File: src/rtl/dac_update_scheduler_pkg.sv
// rtl/dac_update_scheduler_pkg.sv - shared states, channel indices and frame layout for the DAC update scheduler
package dac_update_scheduler_pkg;

    typedef enum logic [2:0] {
        IDLE  = 3'd0,
        SETUP = 3'd1,
        SHIFT = 3'd2,
        HOLD  = 3'd3,
        GAP   = 3'd4
    } tx_state_e;

    localparam logic [1:0] DDS_GAIN = 2'd0;
    localparam logic [1:0] CW_GAIN  = 2'd1;
    localparam logic [1:0] DDS_ILIM = 2'd2;
    localparam logic [1:0] CW_ILIM  = 2'd3;

    localparam int NUM_CH  = 4;
    localparam int FRAME_W = 24;

    function automatic logic [FRAME_W-1:0] build_frame(input logic [3:0]  cmd,
                                                       input logic [1:0]  ch,
                                                       input logic [15:0] value);
        return {cmd, 2'b00, ch, value};
    endfunction

endpackage

File: src/rtl/dac_update_scheduler_spi_tx.sv
// rtl/dac_update_scheduler_spi_tx.sv - dac_spi_frame_tx: mode-0 SPI serializer for one 24-bit DAC frame
module dac_spi_frame_tx
    import dac_update_scheduler_pkg::*;
#(
    parameter int CLK_DIV = 4
) (
    input  logic               clk,
    input  logic               rst,
    input  logic               start_i,
    input  logic [FRAME_W-1:0] data_i,
    output logic               busy_o,
    output logic               done_o,
    output logic               sclk_o,
    output logic               cs_n_o,
    output logic               mosi_o
);

    localparam logic [8:0] DIV_LAST = 9'(CLK_DIV - 1);
    localparam logic [8:0] PER_LAST = 9'(2 * CLK_DIV - 1);
    localparam logic [4:0] BIT_LAST = 5'(FRAME_W - 1);

    tx_state_e          state_q, state_d;
    logic [8:0]         cnt_q, cnt_d;
    logic [4:0]         bit_q, bit_d;
    logic [FRAME_W-1:0] shreg_q, shreg_d;
    logic               sclk_q, sclk_d;
    logic               cs_n_q, cs_n_d;
    logic               mosi_q, mosi_d;

    always_ff @(posedge clk) begin
        if (rst) begin
            state_q <= IDLE;
            cnt_q   <= '0;
            bit_q   <= '0;
            shreg_q <= '0;
            sclk_q  <= 1'b0;
            cs_n_q  <= 1'b1;
            mosi_q  <= 1'b0;
        end else begin
            state_q <= state_d;
            cnt_q   <= cnt_d;
            bit_q   <= bit_d;
            shreg_q <= shreg_d;
            sclk_q  <= sclk_d;
            cs_n_q  <= cs_n_d;
            mosi_q  <= mosi_d;
        end
    end

    // Pin values are computed one cycle ahead so every dac pin leaves a flop.
    always_comb begin
        state_d = state_q;
        cnt_d   = cnt_q;
        bit_d   = bit_q;
        shreg_d = shreg_q;
        sclk_d  = sclk_q;
        cs_n_d  = cs_n_q;
        mosi_d  = mosi_q;
        case (state_q)
            IDLE: begin
                if (start_i) begin
                    state_d = SETUP;
                    cnt_d   = '0;
                    shreg_d = data_i;
                    cs_n_d  = 1'b0;
                    sclk_d  = 1'b0;
                    mosi_d  = data_i[FRAME_W-1];
                end
            end
            SETUP: begin
                cnt_d = cnt_q + 9'd1;
                if (cnt_q == DIV_LAST) begin
                    state_d = SHIFT;
                    cnt_d   = '0;
                    bit_d   = '0;
                    sclk_d  = 1'b1;
                end
            end
            SHIFT: begin
                cnt_d = cnt_q + 9'd1;
                if (cnt_q == DIV_LAST) begin
                    sclk_d  = 1'b0;
                    shreg_d = {shreg_q[FRAME_W-2:0], 1'b0};
                    mosi_d  = shreg_q[FRAME_W-2];
                end else if (cnt_q == PER_LAST) begin
                    cnt_d = '0;
                    if (bit_q == BIT_LAST) begin
                        state_d = HOLD;
                    end else begin
                        bit_d  = bit_q + 5'd1;
                        sclk_d = 1'b1;
                    end
                end
            end
            HOLD: begin
                cnt_d = cnt_q + 9'd1;
                if (cnt_q == DIV_LAST) begin
                    state_d = GAP;
                    cnt_d   = '0;
                    cs_n_d  = 1'b1;
                    mosi_d  = 1'b0;
                end
            end
            GAP: begin
                cnt_d = cnt_q + 9'd1;
                if (cnt_q == DIV_LAST) begin
                    state_d = IDLE;
                    cnt_d   = '0;
                end
            end
            default: state_d = IDLE;
        endcase
    end

    assign busy_o = (state_q != IDLE);
    assign done_o = (state_q == GAP) && (cnt_q == DIV_LAST);
    assign sclk_o = sclk_q;
    assign cs_n_o = cs_n_q;
    assign mosi_o = mosi_q;

endmodule

File: src/rtl/dac_update_scheduler.sv
// rtl/dac_update_scheduler.sv - round-robin arbitration of four DAC channel update requests onto one SPI link
module dac_update_scheduler
    import dac_update_scheduler_pkg::*;
#(
    parameter int         CLK_DIV   = 4,
    parameter logic [3:0] CMD_WRITE = 4'h3
) (
    input  logic              clk,
    input  logic              rst,
    input  logic              dds_gain_update,
    input  logic              cw_gain_update,
    input  logic              dds_current_limit_update,
    input  logic              cw_current_limit_update,
    input  logic [15:0]       dds_gain,
    input  logic [15:0]       cw_gain,
    input  logic [15:0]       dds_current_limit,
    input  logic [15:0]       cw_current_limit,
    output logic              dac_sclk,
    output logic              dac_cs_n,
    output logic              dac_mosi,
    output logic              busy,
    output logic [NUM_CH-1:0] pending,
    output logic [NUM_CH-1:0] done
);

    logic [NUM_CH-1:0] pending_q, pending_d;
    logic [1:0]        last_q, last_d;
    logic [1:0]        ch_q, ch_d;
    logic [NUM_CH-1:0] strobe_vec;
    logic [NUM_CH-1:0] grant_mask;
    logic              grant_valid;
    logic [1:0]        grant_ch;
    logic [1:0]        cand;
    logic [15:0]       grant_value;
    logic              start;
    logic              tx_busy;
    logic              tx_done;

    always_comb begin
        strobe_vec           = '0;
        strobe_vec[DDS_GAIN] = dds_gain_update;
        strobe_vec[CW_GAIN]  = cw_gain_update;
        strobe_vec[DDS_ILIM] = dds_current_limit_update;
        strobe_vec[CW_ILIM]  = cw_current_limit_update;
    end

    // Search starts just after the last served channel; i == NUM_CH wraps to last_q itself.
    always_comb begin
        grant_valid = 1'b0;
        grant_ch    = last_q;
        cand        = last_q;
        for (int i = 1; i <= NUM_CH; i++) begin
            cand = last_q + 2'(i);
            if (!grant_valid && pending_q[cand]) begin
                grant_valid = 1'b1;
                grant_ch    = cand;
            end
        end
    end

    always_comb begin
        case (grant_ch)
            DDS_GAIN: grant_value = dds_gain;
            CW_GAIN:  grant_value = cw_gain;
            DDS_ILIM: grant_value = dds_current_limit;
            CW_ILIM:  grant_value = cw_current_limit;
            default:  grant_value = dds_gain;
        endcase
    end

    assign start      = grant_valid && !tx_busy;
    assign grant_mask = start ? (NUM_CH'(1) << grant_ch) : '0;

    // A strobe in the grant cycle re-arms the bit, so the newer value gets its own frame.
    always_comb begin
        pending_d = (pending_q & ~grant_mask) | strobe_vec;
        last_d    = start ? grant_ch : last_q;
        ch_d      = start ? grant_ch : ch_q;
    end

    always_ff @(posedge clk) begin
        if (rst) begin
            pending_q <= '0;
            last_q    <= 2'd3;
            ch_q      <= 2'd0;
        end else begin
            pending_q <= pending_d;
            last_q    <= last_d;
            ch_q      <= ch_d;
        end
    end

    dac_spi_frame_tx #(
        .CLK_DIV(CLK_DIV)
    ) u_tx (
        .clk    (clk),
        .rst    (rst),
        .start_i(start),
        .data_i (build_frame(CMD_WRITE, grant_ch, grant_value)),
        .busy_o (tx_busy),
        .done_o (tx_done),
        .sclk_o (dac_sclk),
        .cs_n_o (dac_cs_n),
        .mosi_o (dac_mosi)
    );

    assign busy    = tx_busy;
    assign pending = pending_q;
    assign done    = tx_done ? (NUM_CH'(1) << ch_q) : '0;

endmodule

File: config.mk
export PLATFORM = sky130hd
export DESIGN_NAME = dac_update_scheduler
export DESIGN_NICKNAME = d
export VERILOG_FILES = /design/src/rtl/dac_update_scheduler_pkg.sv /design/src/rtl/dac_update_scheduler_spi_tx.sv /design/src/rtl/dac_update_scheduler.sv
export SDC_FILE = /design/constraint.sdc
export NUM_CORES = 1
export LEC_CHECK = 0
export ABC_AREA = 1
export CAP_MARGIN = 20
export CORE_ASPECT_RATIO = 0.8
export CORE_UTILIZATION = 45
export DETAILED_ROUTE_END_ITERATION = 8
export GPL_ROUTABILITY_DRIVEN = 0
export GPL_TIMING_DRIVEN = 0
export PLACE_DENSITY = 0.89
export SLEW_MARGIN = 10
export SYNTH_ARGS = -nofsm -noshare
export SYNTH_HDL_FRONTEND = slang
export SYNTH_SLANG_ARGS = --single-unit
File: constraint.sdc
create_clock -name clk -period 1.7 [get_ports clk]
set_input_delay 0.51 -clock clk [delete_from_list [all_inputs] [get_ports clk]]
set_output_delay 0.51 -clock clk [all_outputs]
set_load 0.03 [all_outputs]
**Yosys cells after proc, flatten, opt, wreduce, memory -nomap -nowiden**

Index checks and enable logic that the tools add are counted.

- Add/sub/neg operators: 5
- Magnitude comparators: 4
- Eq/ne operators: 21
- Shift-type cells: 2
- Multiplexer cells: 50
- Bitwise logic cells: 3
- Reduce and logical (&&, ||, !) cells: 26

Operators by type and width:

| kind | number |
|---|---|
| 16-bit case mux with 4 select lines | 1 |
| 23-bit 2-to-1 mux | 2 |
| 23-bit case mux with 2 select lines | 1 |
| 9-bit 2-to-1 mux | 4 |
| 9-bit case mux with 3 select lines | 1 |
| 3-bit 2-to-1 mux | 7 |
| 5-bit 2-to-1 mux | 4 |
| 1-bit 2-to-1 mux | 15 |
| 3-bit case mux with 5 select lines | 1 |
| 2-bit by 3-bit less-than comparator with 1-bit output, second input constant | 4 |
| 2-bit by 1-bit != test with 1-bit output, second input constant | 6 |
| 3-bit nonzero test | 4 |
| 5-bit case mux with 2 select lines | 1 |
| 5-bit AND reduction | 2 |
| 9-bit by 1-bit adder with 9-bit output, second input constant | 1 |
| 9-bit by 2-bit == test with 1-bit output, second input constant | 1 |
| 9-bit by 3-bit == test with 1-bit output, second input constant | 1 |
| 1-bit binary-select mux with 2-bit select | 4 |
| 2-bit 2-to-1 mux | 4 |
| 4-bit 2-to-1 mux | 2 |
| 1-bit by 2-bit << shifter with 4-bit output, first input constant | 2 |
| 7-bit AND reduction | 1 |
| 3-bit by 2-bit == test with 1-bit output, second input constant | 2 |
| 2-bit != test, second input constant | 3 |
| other kinds (24) | 37 |

- Flip-flop bits (word level): 51
- Input bits: 70
- Output and inout bits: 12
- Logic and storage cells: 121

**Depth between registers and ports, before layout**

Gate-level depths: netlist of run 1.

- Depth after elaboration: 18
- Mapped depth: 19
- Gate-level depth less buffers: 17

**By module**

Synthesis of run 1 repeated with hierarchy kept, for this count alone.

- Cell total of the unflattened synthesis: 525
- Area, all modules: 3306.9 sq um

Modules (own cells, without submodules):

| module | instances | cells each | area an instance (sq um) | seq. area each (sq um) |
|---|---|---|---|---|
| dac_spi_frame_tx | 1 | 341 | 2249.7 | 860.8 |
| dac_update_scheduler | 1 | 184 | 1057.3 | 160.2 |

**Worst setup path after synthesis of run 1**

Ideal clock, no wire load.

- Kind: flip-flop to output port
- Start: register u_tx.cnt_q[0]
- End: output port done[1]
- Data arrival time: 1.713 ns
- Required time: 1.190 ns
- Setup slack: -0.523 ns
- Stages on the path, launching flop included: 10
- Buffers on the path: 0
- Path through: dfxtp_1 ha_1 inv_1 nor2_1 inv_1 nor2_1 inv_1 nor2_1 inv_1 nor3_1

- Word-level cells in the longest chain between the ends: 3

RTL lines:

| what | RTL line | RTL |
|---|---|---|
| start, declared | dac_update_scheduler_spi_tx.sv:23 | `logic [8:0] cnt_q, cnt_d;` |
| start signal, assigned | dac_update_scheduler_spi_tx.sv:41 | `cnt_q <= cnt_d;` |
| 9-bit by 2-bit == test with 1-bit output | dac_update_scheduler_spi_tx.sv:116 | `assign done_o = (state_q == GAP) && (cnt_q == DIV_LAST);` |
| 1-bit logical AND | dac_update_scheduler_spi_tx.sv:116 |  |
| 4-bit 2-to-1 mux | dac_update_scheduler.sv:109 | `assign done = tx_done ? (NUM_CH'(1) << ch_q) : '0;` |
| end, declared | dac_update_scheduler.sv:23 | `output logic [NUM_CH-1:0] done` |

No other way between the ends.

**Worst setup path after layout of run 1**

- Start: register last_q[0]
- End: register u_tx.shreg_q[1]

- Word-level cells in the longest chain between the ends: 17
- Elaborated cells on any way between the ends: 35
- Classes of those cells: 3 x add/sub; 4 x eq/ne; 19 x mux; 9 x reduce/logical

RTL lines:

| what | RTL line | RTL |
|---|---|---|
| start, declared | dac_update_scheduler.sv:27 | `logic [1:0] last_q, last_d;` |
| start signal, assigned | dac_update_scheduler.sv:88 | `last_q <= last_d;` |
| 2-bit by 1-bit adder with 2-bit output | dac_update_scheduler.sv:53 | `cand = last_q + 2'(i);` |
| 1-bit binary-select mux with 2-bit select | dac_update_scheduler.sv:54 | `if (!grant_valid && pending_q[cand]) begin` |
| 1-bit 2-to-1 mux (not written as such) | dac_update_scheduler.sv:54 |  |
| 1-bit 2-to-1 mux | dac_update_scheduler.sv:54 |  |
| 1-bit zero test | dac_update_scheduler.sv:54 |  |
| 1-bit logical AND | dac_update_scheduler.sv:54 |  |
| 1-bit 2-to-1 mux | dac_update_scheduler.sv:54 |  |
| 1-bit zero test | dac_update_scheduler.sv:54 |  |
| 1-bit logical AND | dac_update_scheduler.sv:54 |  |
| 1-bit 2-to-1 mux | dac_update_scheduler.sv:54 |  |
| 1-bit zero test | dac_update_scheduler.sv:54 |  |
| 1-bit logical AND | dac_update_scheduler.sv:54 |  |
| 2-bit 2-to-1 mux | dac_update_scheduler.sv:54 |  |
| 2-bit == test, or another cell as far along | dac_update_scheduler.sv:62 | `case (grant_ch)` |
| 16-bit case mux with 4 select lines | dac_update_scheduler.sv:62 |  |
| 23-bit 2-to-1 mux | dac_update_scheduler_spi_tx.sv:61 | `if (start_i) begin` |
| 23-bit case mux with 2 select lines | dac_update_scheduler_spi_tx.sv:59 | `case (state_q)` |
| end signal, assigned | dac_update_scheduler_spi_tx.sv:43 | `shreg_q <= shreg_d;` |
| end, declared | dac_update_scheduler_spi_tx.sv:25 | `logic [FRAME_W-1:0] shreg_q, shreg_d;` |

Parallel ways exist; a longest one is shown, timed or not. The select of a mux whose other input is x is not followed.
A chain may end at the register's enable or synchronous reset.

==> metrics.md, run 1 <==
| Metric | Value |
|---|---|
| Status | `finished, violations left` |
| Failing checks | `setup timing` |
| Worst-Margin Slew | `0.874 ns` |
| Normalized max-slew margin | `41.7%` |
| Clock share of power | `4.9%` |
| ANT nets after route | `0` |
| Seq/Total Area, Yosys | `31.3%` |
| Fin util | `85.3%` |
| Ant diodes | `0` |
| Worst-path clk slew | `0.11 ns` |
| Seq pwr share | `12.8%` |
| Layout cells sized above 1 | `47.1%` |
| Multi-input gate area | `2770 µm²` |
| Pint | `6.88 mW` |
| Number of synthesized register bits | `51` |
| Filler cell count | `318` |
| R2R cell count | `17` |
| Placed cell area | `4350 µm²` |
| Detailed Place HPWL | `7.10 mm` |
| Drt wl/cell | `24.6 µm` |
| Grt total ovfl | `0` |
| Initial Utilization | `46.9%` |
| Syn Area/Cell | `6.56 µm²` |
| Largest stage delay, worst path | `0.35 ns` |
| Syn Nets | `570` |
| Final Cycle Share | `152%` |
| Async SR Flop Fraction | `0%` |
| Final Power | `14.9 mW` |
| Drt drc | `0` |
| CP Capture Type | `flip-flop` |
| DR iter-0 viols | `631` |
| Vias per cell | `6.64` |
| CTS sink cnt | `51` |
| Final hold viol count | `0` |
| First-pass GRT wire length | `21.3 mm` |
| Startpoint Class | `flip-flop` |
| Setup slack after layout | `-0.880 ns` |
| Sw frac | `53.7%` |
| Synth top area share | `31.3%` |
| Post-synth top cells | `nand2_1 (130), nor2_1 (66), dfxtp_1 (51)` |
| Final slew viol count | `0` |
| Hold/Removal Path Class | `reg -> reg` |
| Antenna violations before repair | `0` |
| Worst Hold Depth | `2` |
| Pwr dens | `2500 nW/µm²` |
| Yosys cell types | `39` |
| CP max-delay cell | `dfxtp_2` |
| CTS Buf Count | `5` |
| Top-count cell post-synth | `nand2_1` |
| Clock latency on the worst-skew pair | `0.32 ns` |
| Mapped Cells | `498` |
| Most frequent cell on the critical path | `nand2_8` |
| Die area | `7600 µm²` |
| Layout Nets | `727` |
| CTS tree | `yes` |
| Synth area leader | `dfxtp_1` |
| TritonRoute pass-1 iters | `7` |
| Row count | `27` |
| Critical path type | `reg -> reg` |
| RSZ-0062 raised after global routing | `yes` |
| Port bufs | `80` |
| VDD IR-drop max | `1720 µV` |
| Max-Cap Viols | `0` |
| Vias in the first global route | `4,348` |
| Setup_tns | `-33.51 ns` |
| Cell leakage power | `2.57 nW` |
| Worst path required time | `1.92 ns` |
| Post-synthesis cell area | `3270 µm²` |
| Fin Clk Skew | `0.0162 ns` |
| Die width | `97.2 µm` |
| Yosys warns | `0` |
| Hold_buf cts | `0` |
| Endpoints failing setup | `56` |
| Post-synth EDFFs | `0` |
| WP data arrival | `2.80 ns` |
| Register Area | `1050 µm²` |
| Max Fclk | `388 MHz` |
| Largest net degree at the start of global routing | `14` |
| WL final | `18.2 mm` |
| Psw | `7.99 mW` |
| GRT Util Overall | `35.5%` |
| H-tree Lvls | `2` |
| Vias | `4,922` |
| Clock buffer depth | `2` |
| Layout Cell Area excl Fill | `5940 µm²` |
| Post-layout minimum cycle time | `2.58 ns` |
| CP Max Fanout | `10` |
| DIE HEIGHT | `78.2 µm` |
| Root buffer cell | `clkbuf_8` |
| Most used flip-flop cell after synthesis | `dfxtp_1` |
| Core Region | `6960 µm²` |
| Crit path cell chain | `buf_6, clkinv_8, nand2_8, nand2_8, nand2_8, nand2_8, a21oi_4, nand3_4, nand2_4, buf_12, buf_12, inv_8, nor2_4, nand2_1, nand3_1, nand2_1, a21oi_2` |
| I/O Pins | `82` |
| Area grow syn2layout | `81.8%` |
| Ranking of synthesized cells by area | `dfxtp_1 (31%), nand2_1 (15%), nor2_1 (7.6%)` |
| Combinational power share | `82.3%` |
[logic make-up after synthesis]
kind of cell    count (synthesis)  synth area share (%)
compound gates                102                  18.4
simple gates                  278                  39.4
flops                          51                  31.3
xor+xnor                        4                  1.07
fa+ha+maj                       2                 0.766
buf+inv                        61                  9.16
[sequential cells by signal (all words and copies together) (netlist names), 2 cells and up]
name / cells
pending: 4
u_tx.bit_q: 5
ch_q: 2
u_tx.cnt_q: 9
u_tx.shreg_q: 23
u_tx.state_q: 3
last_q: 2
[stage by stage]
stage               setup slack, ns  cells  hold WS (ns)
global placement             -0.781    665         0.440
detailed placement           -0.852    665         0.446
finish                       -0.880    741         0.470
CTS                          -0.473    719         0.456
global route                 -0.962    741         0.486
floorplan                    -0.183    498         0.437
[layout by cell type, fill, tap and decap left out, types with 6 or more instances in the layout]
master,instances
nand2_8,6
nand3_1,19
clkdlybuf4s50_1,68
nand2_1,80
nor2_1,50
dfxtp_1,37
dlygate4sd2_1,6
o21ai_2,23
a21oi_1,19
o21ai_4,9
dfxtp_2,10
o21ai_1,9
nor2_4,10
clkbuf_1,9
a21oi_2,27
buf_4,40
nor2_2,9
nand2_2,38
nand3_2,21
nand2_4,25
inv_1,24
buf_6,32
[what timing repair did]
action,CTS,global route
hold endpoints to repair,0,0
buffers inserted,41,24
pin swaps,50,55
resized for setup,186,108
setup endpoints to repair,63,57
cloned,8,1
[critical path: cells and delay by family, from the launching register on]
kind                   cells  cell delay [ns]
DFF                        1             0.35
and+or+nand+nor           10             1.06
buffers and inverters      5             0.54
AOI/OAI and AO/OA          2             0.48
[final cells by class]
type | count | share of cell area, %
Inverter | 41 | 3.90
Multi-Input combinational cell | 386 | 46.7
Timing Repair Buffer | 151 | 25.6
Buffer | 18 | 2.82
Sequential cell | 51 | 17.7
Timing Repair inverter | 1 | 0.274
Clock buffer | 6 | 1.22
Tap cell | 87 | 1.83
[path summary, 6_finish.rpt]
kind	from	to	slack (ns)
min reg2reg	u_tx.mosi_o	u_tx.mosi_o	0.47
min	u_tx.mosi_o	u_tx.mosi_o	0.47
max reg2reg	last_q[0]	u_tx.shreg_q[1]	-0.88
max	last_q[0]	u_tx.shreg_q[1]	-0.88
[power by group through the flow]
stage	logic (mW)	clock network (mW)	registers, mW
floorplan	4.88	0	1.82
global placement	6.15	0	1.76
detailed placement	6.31	0	1.78
CTS	9.21	0.665	1.78
global route	12.6	0.748	1.93
finish	12.2	0.727	1.91
[routing by layer]
metal | track usage (%) | share of wire [%] | vias up
met4 | 21.9 | 12 | 0
li1 | - | - | 1944
met5 | 0 | 0 | -
met2 | 64.9 | 45 | 541
met1 | 38.0 | 31 | 2216
met3 | 7.03 | 12 | 221
No activity file was read; power rests on OpenSTA's default activity.
==> run 2, diff against run 1 <==
==> constraint.sdc (replaced) <==
create_clock -name clk -period 2.16 [get_ports clk]
set_input_delay 0.324 -clock clk [delete_from_list [all_inputs] [get_ports clk]]
set_output_delay 0.324 -clock clk [all_outputs]
set_load 0.03 [all_outputs]
==> metrics.md, run 2 (same netlist as run 1, synthesis figures left out) <==
| Metric | Value |
|---|---|
| Status | `finished, final reports clean` |
| Endpoints failing setup | `0` |
| Vias in the first global route | `3,400` |
| Grt total ovfl | `0` |
| Regs by FF count | `u_tx.shreg_q x23, u_tx.cnt_q x9, u_tx.bit_q x5` |
| Max-Cap Viols | `0` |
| Reg2reg start | `last_q[0]` |
| Post-layout minimum cycle time | `2.09 ns` |
| Layout Cell Area excl Fill | `4610 µm²` |
| Row count | `27` |
| Clock buffer depth | `2` |
| Final Cycle Share | `96.9%` |
| Crit path from | `last_q[0]` |
| CTS tree | `yes` |
| Max reg flops | `23` |
| H-tree Lvls | `2` |
| Non-filler cells, final | `685` |
| Clock latency on the worst-skew pair | `0.32 ns` |
| Most frequent cells in the layout | `nand2_1 (121), clkdlybuf4s50_1 (75), nor2_1 (60)` |
| I/O Pins | `82` |
| VDD IR-drop max | `916 µV` |
| Drt wl/cell | `14.6 µm` |
| Detailed Place HPWL | `7.24 mm` |
| Vias per cell | `5.47` |
| Vias | `3,750` |
| Layout Nets | `669` |
| M1 WL | `4.26 mm` |
| CTS sink cnt | `51` |
| Hold/Removal Path Class | `in -> reg` |
| CTS Buf Count | `5` |
| WHS Endpoint | `u_tx.shreg_q[10]` |
| Drt drc | `0` |
| Die width | `97.2 µm` |
| R2R Path End | `u_tx.shreg_q[14]` |
| Worst-Margin Slew | `0.710 ns` |
| Max Fclk | `478 MHz` |
| Setup slack after layout | `0.0680 ns` |
| Dpl ws | `-0.237 ns` |
| Final hold viol count | `0` |
| Worst path required time | `2.33 ns` |
| Highest Signal Layer | `met4` |
| Final slew viol count | `0` |
| TritonRoute pass-1 iters | `5` |
| Fin Clk Skew | `0.0127 ns` |
| Core Region | `6960 µm²` |
| Most common cell after layout, fill and taps aside | `nand2_1` |
| Largest net degree at the start of global routing | `15` |
| R2R Setup Slk | `0.07 ns` |
| Layout cells sized above 1 | `21.9%` |
| DR iter-0 viols | `271` |
| ANT nets after route | `0` |
| R2R cell count | `16` |
| Ant diodes | `0` |
| Pwr dens | `1640 nW/µm²` |
| RSZ-0062 raised after global routing | `yes` |
| Startpoint Class | `flip-flop` |
| WP data arrival | `2.27 ns` |
| Antenna violations before repair | `0` |
| Worst Hold Depth | `2` |
| Met2 routed WL | `4.87 mm` |
| Die area | `7600 µm²` |
| DIE HEIGHT | `78.2 µm` |
| Port bufs | `80` |
| WHS | `0.437 ns` |
| CP Max Fanout | `9` |
| Worst-path clk slew | `0.10 ns` |
| Normalized max-slew margin | `52.7%` |
| Placed Cells | `665` |
| Routed wl met3 | `711 µm` |
| Filler cell count | `549` |
| First-pass GRT wire length | `15.2 mm` |
| GRT Util Overall | `24.4%` |
| Cell leakage power | `2.00 nW` |
| Hold Startpoint | `rst` |
| Area grow syn2layout | `41.3%` |
| CP Capture Type | `flip-flop` |
| Root buffer cell | `clkbuf_8` |
| Initial Utilization | `46.9%` |
| Largest register by flop count | `u_tx.shreg_q` |
| Placed cell area | `4180 µm²` |
| WL final | `9.98 mm` |
| Critical path type | `reg -> reg` |
-- run 2: cell count changes in the layout (fill, tap and decap cells not counted), moves of 13 or more --
cell     change
buf_4       -25
o21ai_0     +13
o21ai_2     -13
buf_6       -26
a21oi_2     -17
a21oi_1     +17
nand2_1     +41
nand2_4     -20
nand2_2     -16
-- run 2: metal layers --
layer | track usage, % | vias up
li1 | - | 1830
met1 | 29.7 | 1748
met2 | 43.9 | 155
met3 | 4.63 | 17
met4 | 7.50 | 0
met5 | 0 | -
-- run 2: cell type report --
type / instances / area (µm²) / share of cell area (%)
clock buffer: 7 / 76.3 / 1.65
inverter: 41 / 179 / 3.88
clock inverter: 1 / 5.00 / 0.108
timing repair buffer: 92 / 911 / 19.7
buffer: 20 / 168 / 3.63
multi-input combinational: 386 / 2130 / 46.3
tap: 87 / 109 / 2.36
sequential: 51 / 1030 / 22.3
-- run 2: per-stage QoR --
stage	setup TNS [ns]	power (mW)	utilization [%]
6_report	0	7.59	66.3
5_1_grt	-0.154	8.08	66.3
4_1_cts	0	6.59	61.1
3_5_place_dp	-0.868	6.04	60.0
3_3_place_gp	-0.557	5.87	60.0
2_1_floorplan	0	4.92	-
-- run 2: worst max-delay path by stage --
stage                  endpoint  slack [ns]  cells past startpoint
6_report       u_tx.shreg_q[14]        0.07                     16
5_1_grt         u_tx.shreg_q[7]       -0.04                     18
4_1_cts                    busy       0.005                      5
3_5_place_dp            done[3]       -0.24                     10
3_3_place_gp            done[3]       -0.16                     10
2_1_floorplan           done[1]        0.12                      9
-- run 2: power breakdown --
group / internal (mW) / switching (mW)
Combinational: 2.24 / 3.40
Clock: 0.229 / 0.330
Sequential: 1.21 / 0.179
-- run 2: worst max-delay path, cell delays in order, from the launching register on --
cell and delay [ns]:
dfxtp_2 0.34, buf_6 0.13, inv_8 0.05, nand2_2 0.05, nand2_2 0.09, nand2_4 0.11, nand2_8 0.07, o21ai_4 0.16
nand3_4 0.11, nand2_4 0.12, buf_12 0.14, nor2_8 0.05, clkbuf_16 0.16, nand2_2 0.06, nand3_2 0.08, o21ai_2 0.15
a21oi_2 0.06
-- run 2: what timing repair did --
| item | 4_1_cts | 5_1_grt |
|---|---|---|
| buffers inserted | 0 | 10 |
| resized for setup | 29 | 80 |
| pin swaps | 0 | 21 |
| cloned | 0 | 2 |
| setup endpoints to repair | 8 | 49 |
| hold buffers | 0 | 0 |
==> run 3, diff against run 2 <==
ABC_AREA = not set   (was 1)
CORE_UTILIZATION = 44   (was 45)
PLACE_DENSITY = 0.88   (was 0.89)
==> metrics.md, run 3 <==
| Metric | Value |
|---|---|
| Setup slack after layout | `-0.254 ns` |
| Synth top area share | `32.6%` |
| Port bufs | `80` |
| Most common cell after layout, fill and taps aside | `clkdlybuf4s50_1` |
| Root buffer cell | `clkbuf_8` |
| Clock buffer depth | `2` |
| H-tree Lvls | `2` |
| Post-layout minimum cycle time | `2.41 ns` |
| Startpoint Class | `flip-flop` |
| Row count | `27` |
| Max Fclk | `414 MHz` |
| Clock share of power | `20.7%` |
| Pwr dens | `713 nW/µm²` |
| Syn Nets | `454` |
| Sw frac | `38.5%` |
| CTS tree | `yes` |
| Reg2reg start | `u_tx.cnt_q[1]` |
| First-pass GRT wire length | `17.3 mm` |
| Critical path type | `reg -> out` |
| Final hold viol count | `0` |
| Antenna violations before repair | `0` |
| WL final | `12.5 mm` |
| CP delay by family, top | `simple AND/OR/NAND/NOR gates` |
| Number of synthesized register bits | `51` |
| Failing checks | `setup timing` |
| Ant diodes | `0` |
| Yosys cell types | `49` |
| Ranking of synthesized cells by area | `dfxtp_1 (33%), o31a_1 (8.4%), a211oi_1 (5.3%)` |
| Vias in the first global route | `3,563` |
| Post-synth top cells | `dfxtp_1 (51), clkbuf_1 (34), o31a_1 (30)` |
| Hold Startpoint | `u_tx.shreg_q[16]` |
| Detailed Place HPWL | `7.21 mm` |
| Hold/Removal Path Class | `reg -> reg` |
| Seq pwr share | `34.1%` |
| Yosys warns | `0` |
| Worst Hold Depth | `2` |
| Vias per cell | `6.87` |
| R2R Setup Slk | `-0.18 ns` |
| Max reg flops | `23` |
| CP Capture Type | `output pin` |
| Mapped Cells | `382` |
| CP max-delay cell | `or4b_4` |
| Initial Utilization | `45.4%` |
| Most used flip-flop cell after synthesis | `dfxtp_1` |
| Vias | `3,966` |
| Largest stage delay, worst path | `0.47 ns` |
| Normalized max-slew margin | `48.2%` |
| Core Region | `6890 µm²` |
| Die width | `96.3 µm` |
| Layout Nets | `561` |
| Top-count cell post-synth | `dfxtp_1` |
| R2R cell count | `9` |
| GRT Util Overall | `29.9%` |
| Layout Cell Area excl Fill | `4880 µm²` |
| DR iter-0 viols | `544` |
| WP data arrival | `2.09 ns` |
| Layout cells sized above 1 | `25.5%` |
| Worst path required time | `1.84 ns` |
| Seq/Total Area, Yosys | `32.6%` |
| Endpoints failing setup | `28` |
| Psw | `1.34 mW` |
| ANT nets after route | `0` |
| Final Cycle Share | `112%` |
| DIE HEIGHT | `77.4 µm` |
| Worst-path clk slew | `0.10 ns` |
| Drt wl/cell | `21.6 µm` |
| TritonRoute pass-1 iters | `6` |
| Regs by FF count | `u_tx.shreg_q x23, u_tx.cnt_q x9, u_tx.bit_q x5` |
| RSZ-0062 raised after global routing | `yes` |
| Max-Cap Viols | `0` |
| Grt total ovfl | `0` |
| Placed cell area | `4180 µm²` |
| Final slew viol count | `0` |
| Crit path cell chain | `ha_4, or4b_4, or3_4, nor4_4, buf_6` |
| Filler cell count | `451` |
| Cell leakage power | `1.75 nW` |
| Fin util | `70.9%` |
| Syn Area/Cell | `8.19 µm²` |
| Async SR Flop Fraction | `0%` |
| Post-synthesis cell area | `3130 µm²` |
| Area grow syn2layout | `56.2%` |
| CTS sink cnt | `51` |
| Multi-input gate area | `2370 µm²` |
| VDD IR-drop max | `318 µV` |
| Fin Clk Skew | `0.0127 ns` |
| Drt drc | `0` |
| Clock latency on the worst-skew pair | `0.33 ns` |
| Largest net degree at the start of global routing | `16` |
| Buf/Inv on CP | `1` |
| Register Area | `1020 µm²` |
| R2R Path End | `u_tx.shreg_q[13]` |
| WHS Endpoint | `u_tx.shreg_q[16]` |
| Status | `finished, violations left` |
| CP Max Fanout | `4` |
| Hold_buf cts | `0` |
| I/O Pins | `82` |
| Pint | `2.14 mW` |
| CTS Buf Count | `5` |
| Largest register by flop count | `u_tx.shreg_q` |
| Post-synth EDFFs | `0` |
| Synth area leader | `dfxtp_1` |
| Combinational power share | `45.2%` |
| Die area | `7450 µm²` |
| Most frequent cells in the layout | `clkdlybuf4s50_1 (75), dfxtp_1 (48), o31a_1 (30)` |
| Worst-Margin Slew | `0.777 ns` |
run 3: changes by cell type in the layout (fill, tap and decap cells not counted), moves of 17 or more:
| cell | change |
|---|---|
| inv_1 | -22 |
| o31a_1 | +30 |
| o21ai_1 | -17 |
| nor2_1 | -35 |
| nand2_2 | -22 |
| nand3_1 | -24 |
| a21oi_1 | -21 |
| nand2_1 | -106 |
| a211oi_1 | +21 |
run 3: cell families (layout without fill, tap and decap cells):
group / Yosys count / after routing / share of synthesized area, %
multiplexers: 1 / 1 / 0.360
buffers and inverters: 50 / 158 / 6.20
AO/OA/AOI/OAI: 151 / 151 / 36.5
flip-flops: 51 / 51 / 32.6
AND/OR/NAND/NOR: 120 / 120 / 21.6
adder cells (fa/ha/maj): 2 / 2 / 0.800
XOR/XNOR: 7 / 7 / 1.96
run 3: power by group through the flow:
stage	registers [mW]	logic [mW]	clock network (mW)
2_1_floorplan	1.18	0.768	0
3_3_place_gp	1.18	1.12	0
3_5_place_dp	1.18	1.17	0
4_1_cts	1.16	1.32	0.705
5_1_grt	1.19	1.65	0.752
6_report	1.19	1.57	0.721
run 3: worst max path at each step:
stage,from,end,slack [ns],depth (start not counted)
after floorplan,u_tx.cnt_q[1],done[0],-0.1,6
after global placement,u_tx.cnt_q[1],done[1],-0.62,7
after detailed placement,u_tx.cnt_q[1],done[1],-0.65,7
after CTS,u_tx.cnt_q[1],done[1],-0.26,6
after global routing,u_tx.cnt_q[1],done[0],-0.29,5
final,u_tx.cnt_q[1],done[1],-0.25,5
run 3: worst reg2reg max path, cell delays in order, from the launching register on:
cell and delay [ns]:
dfxtp_2 0.37, ha_4 0.15, or4b_4 0.47, or3_4 0.44, buf_6 0.15, o21ai_4 0.15, buf_6 0.16, buf_6 0.13
buf_4 0.11, a41oi_1 0.08
run 3: layout make-up:
| class | count | area share (%) |
|---|---|---|
| clock inverters | 2 | 0.717 |
| repair buffers | 107 | 21.3 |
| plain buffers | 35 | 3.97 |
| flip-flops and latches | 51 | 21.0 |
| well taps | 87 | 2.23 |
| multi-input cells | 281 | 48.5 |
| clock buffers | 6 | 1.69 |
| inverters | 8 | 0.615 |
run 3: layer usage:
layer  up-vias  GRT usage [%]  routed length, µm
li1       1700              -                  -
met1      1894           38.2               4970
met2       304           48.0               5770
met3        68           8.04               1320
met4         0           10.7                431
met5         -              0                  0
run 3: what timing repair did:
item	CTS	global route
setup endpoints to repair	40	48
pin swaps	5	11
endpoints found under the hold margin	0	0
cloned	2	0
gates resized for setup	75	67
buffers inserted	16	10
run 3: metrics by stage:
step                setup TNS [ns]  power, mW  cells  worst slack [ns]  hold slack, ns
floorplan                   -0.900       1.95    382           -0.0995           0.432
global placement            -10.15       2.30    549            -0.616           0.439
finish                       -3.93       3.48    577            -0.254           0.476
detailed placement          -13.37       2.35    549            -0.648           0.445
CTS                          -3.40       3.18    572            -0.263           0.458
global route                 -5.46       3.59    577            -0.292           0.491
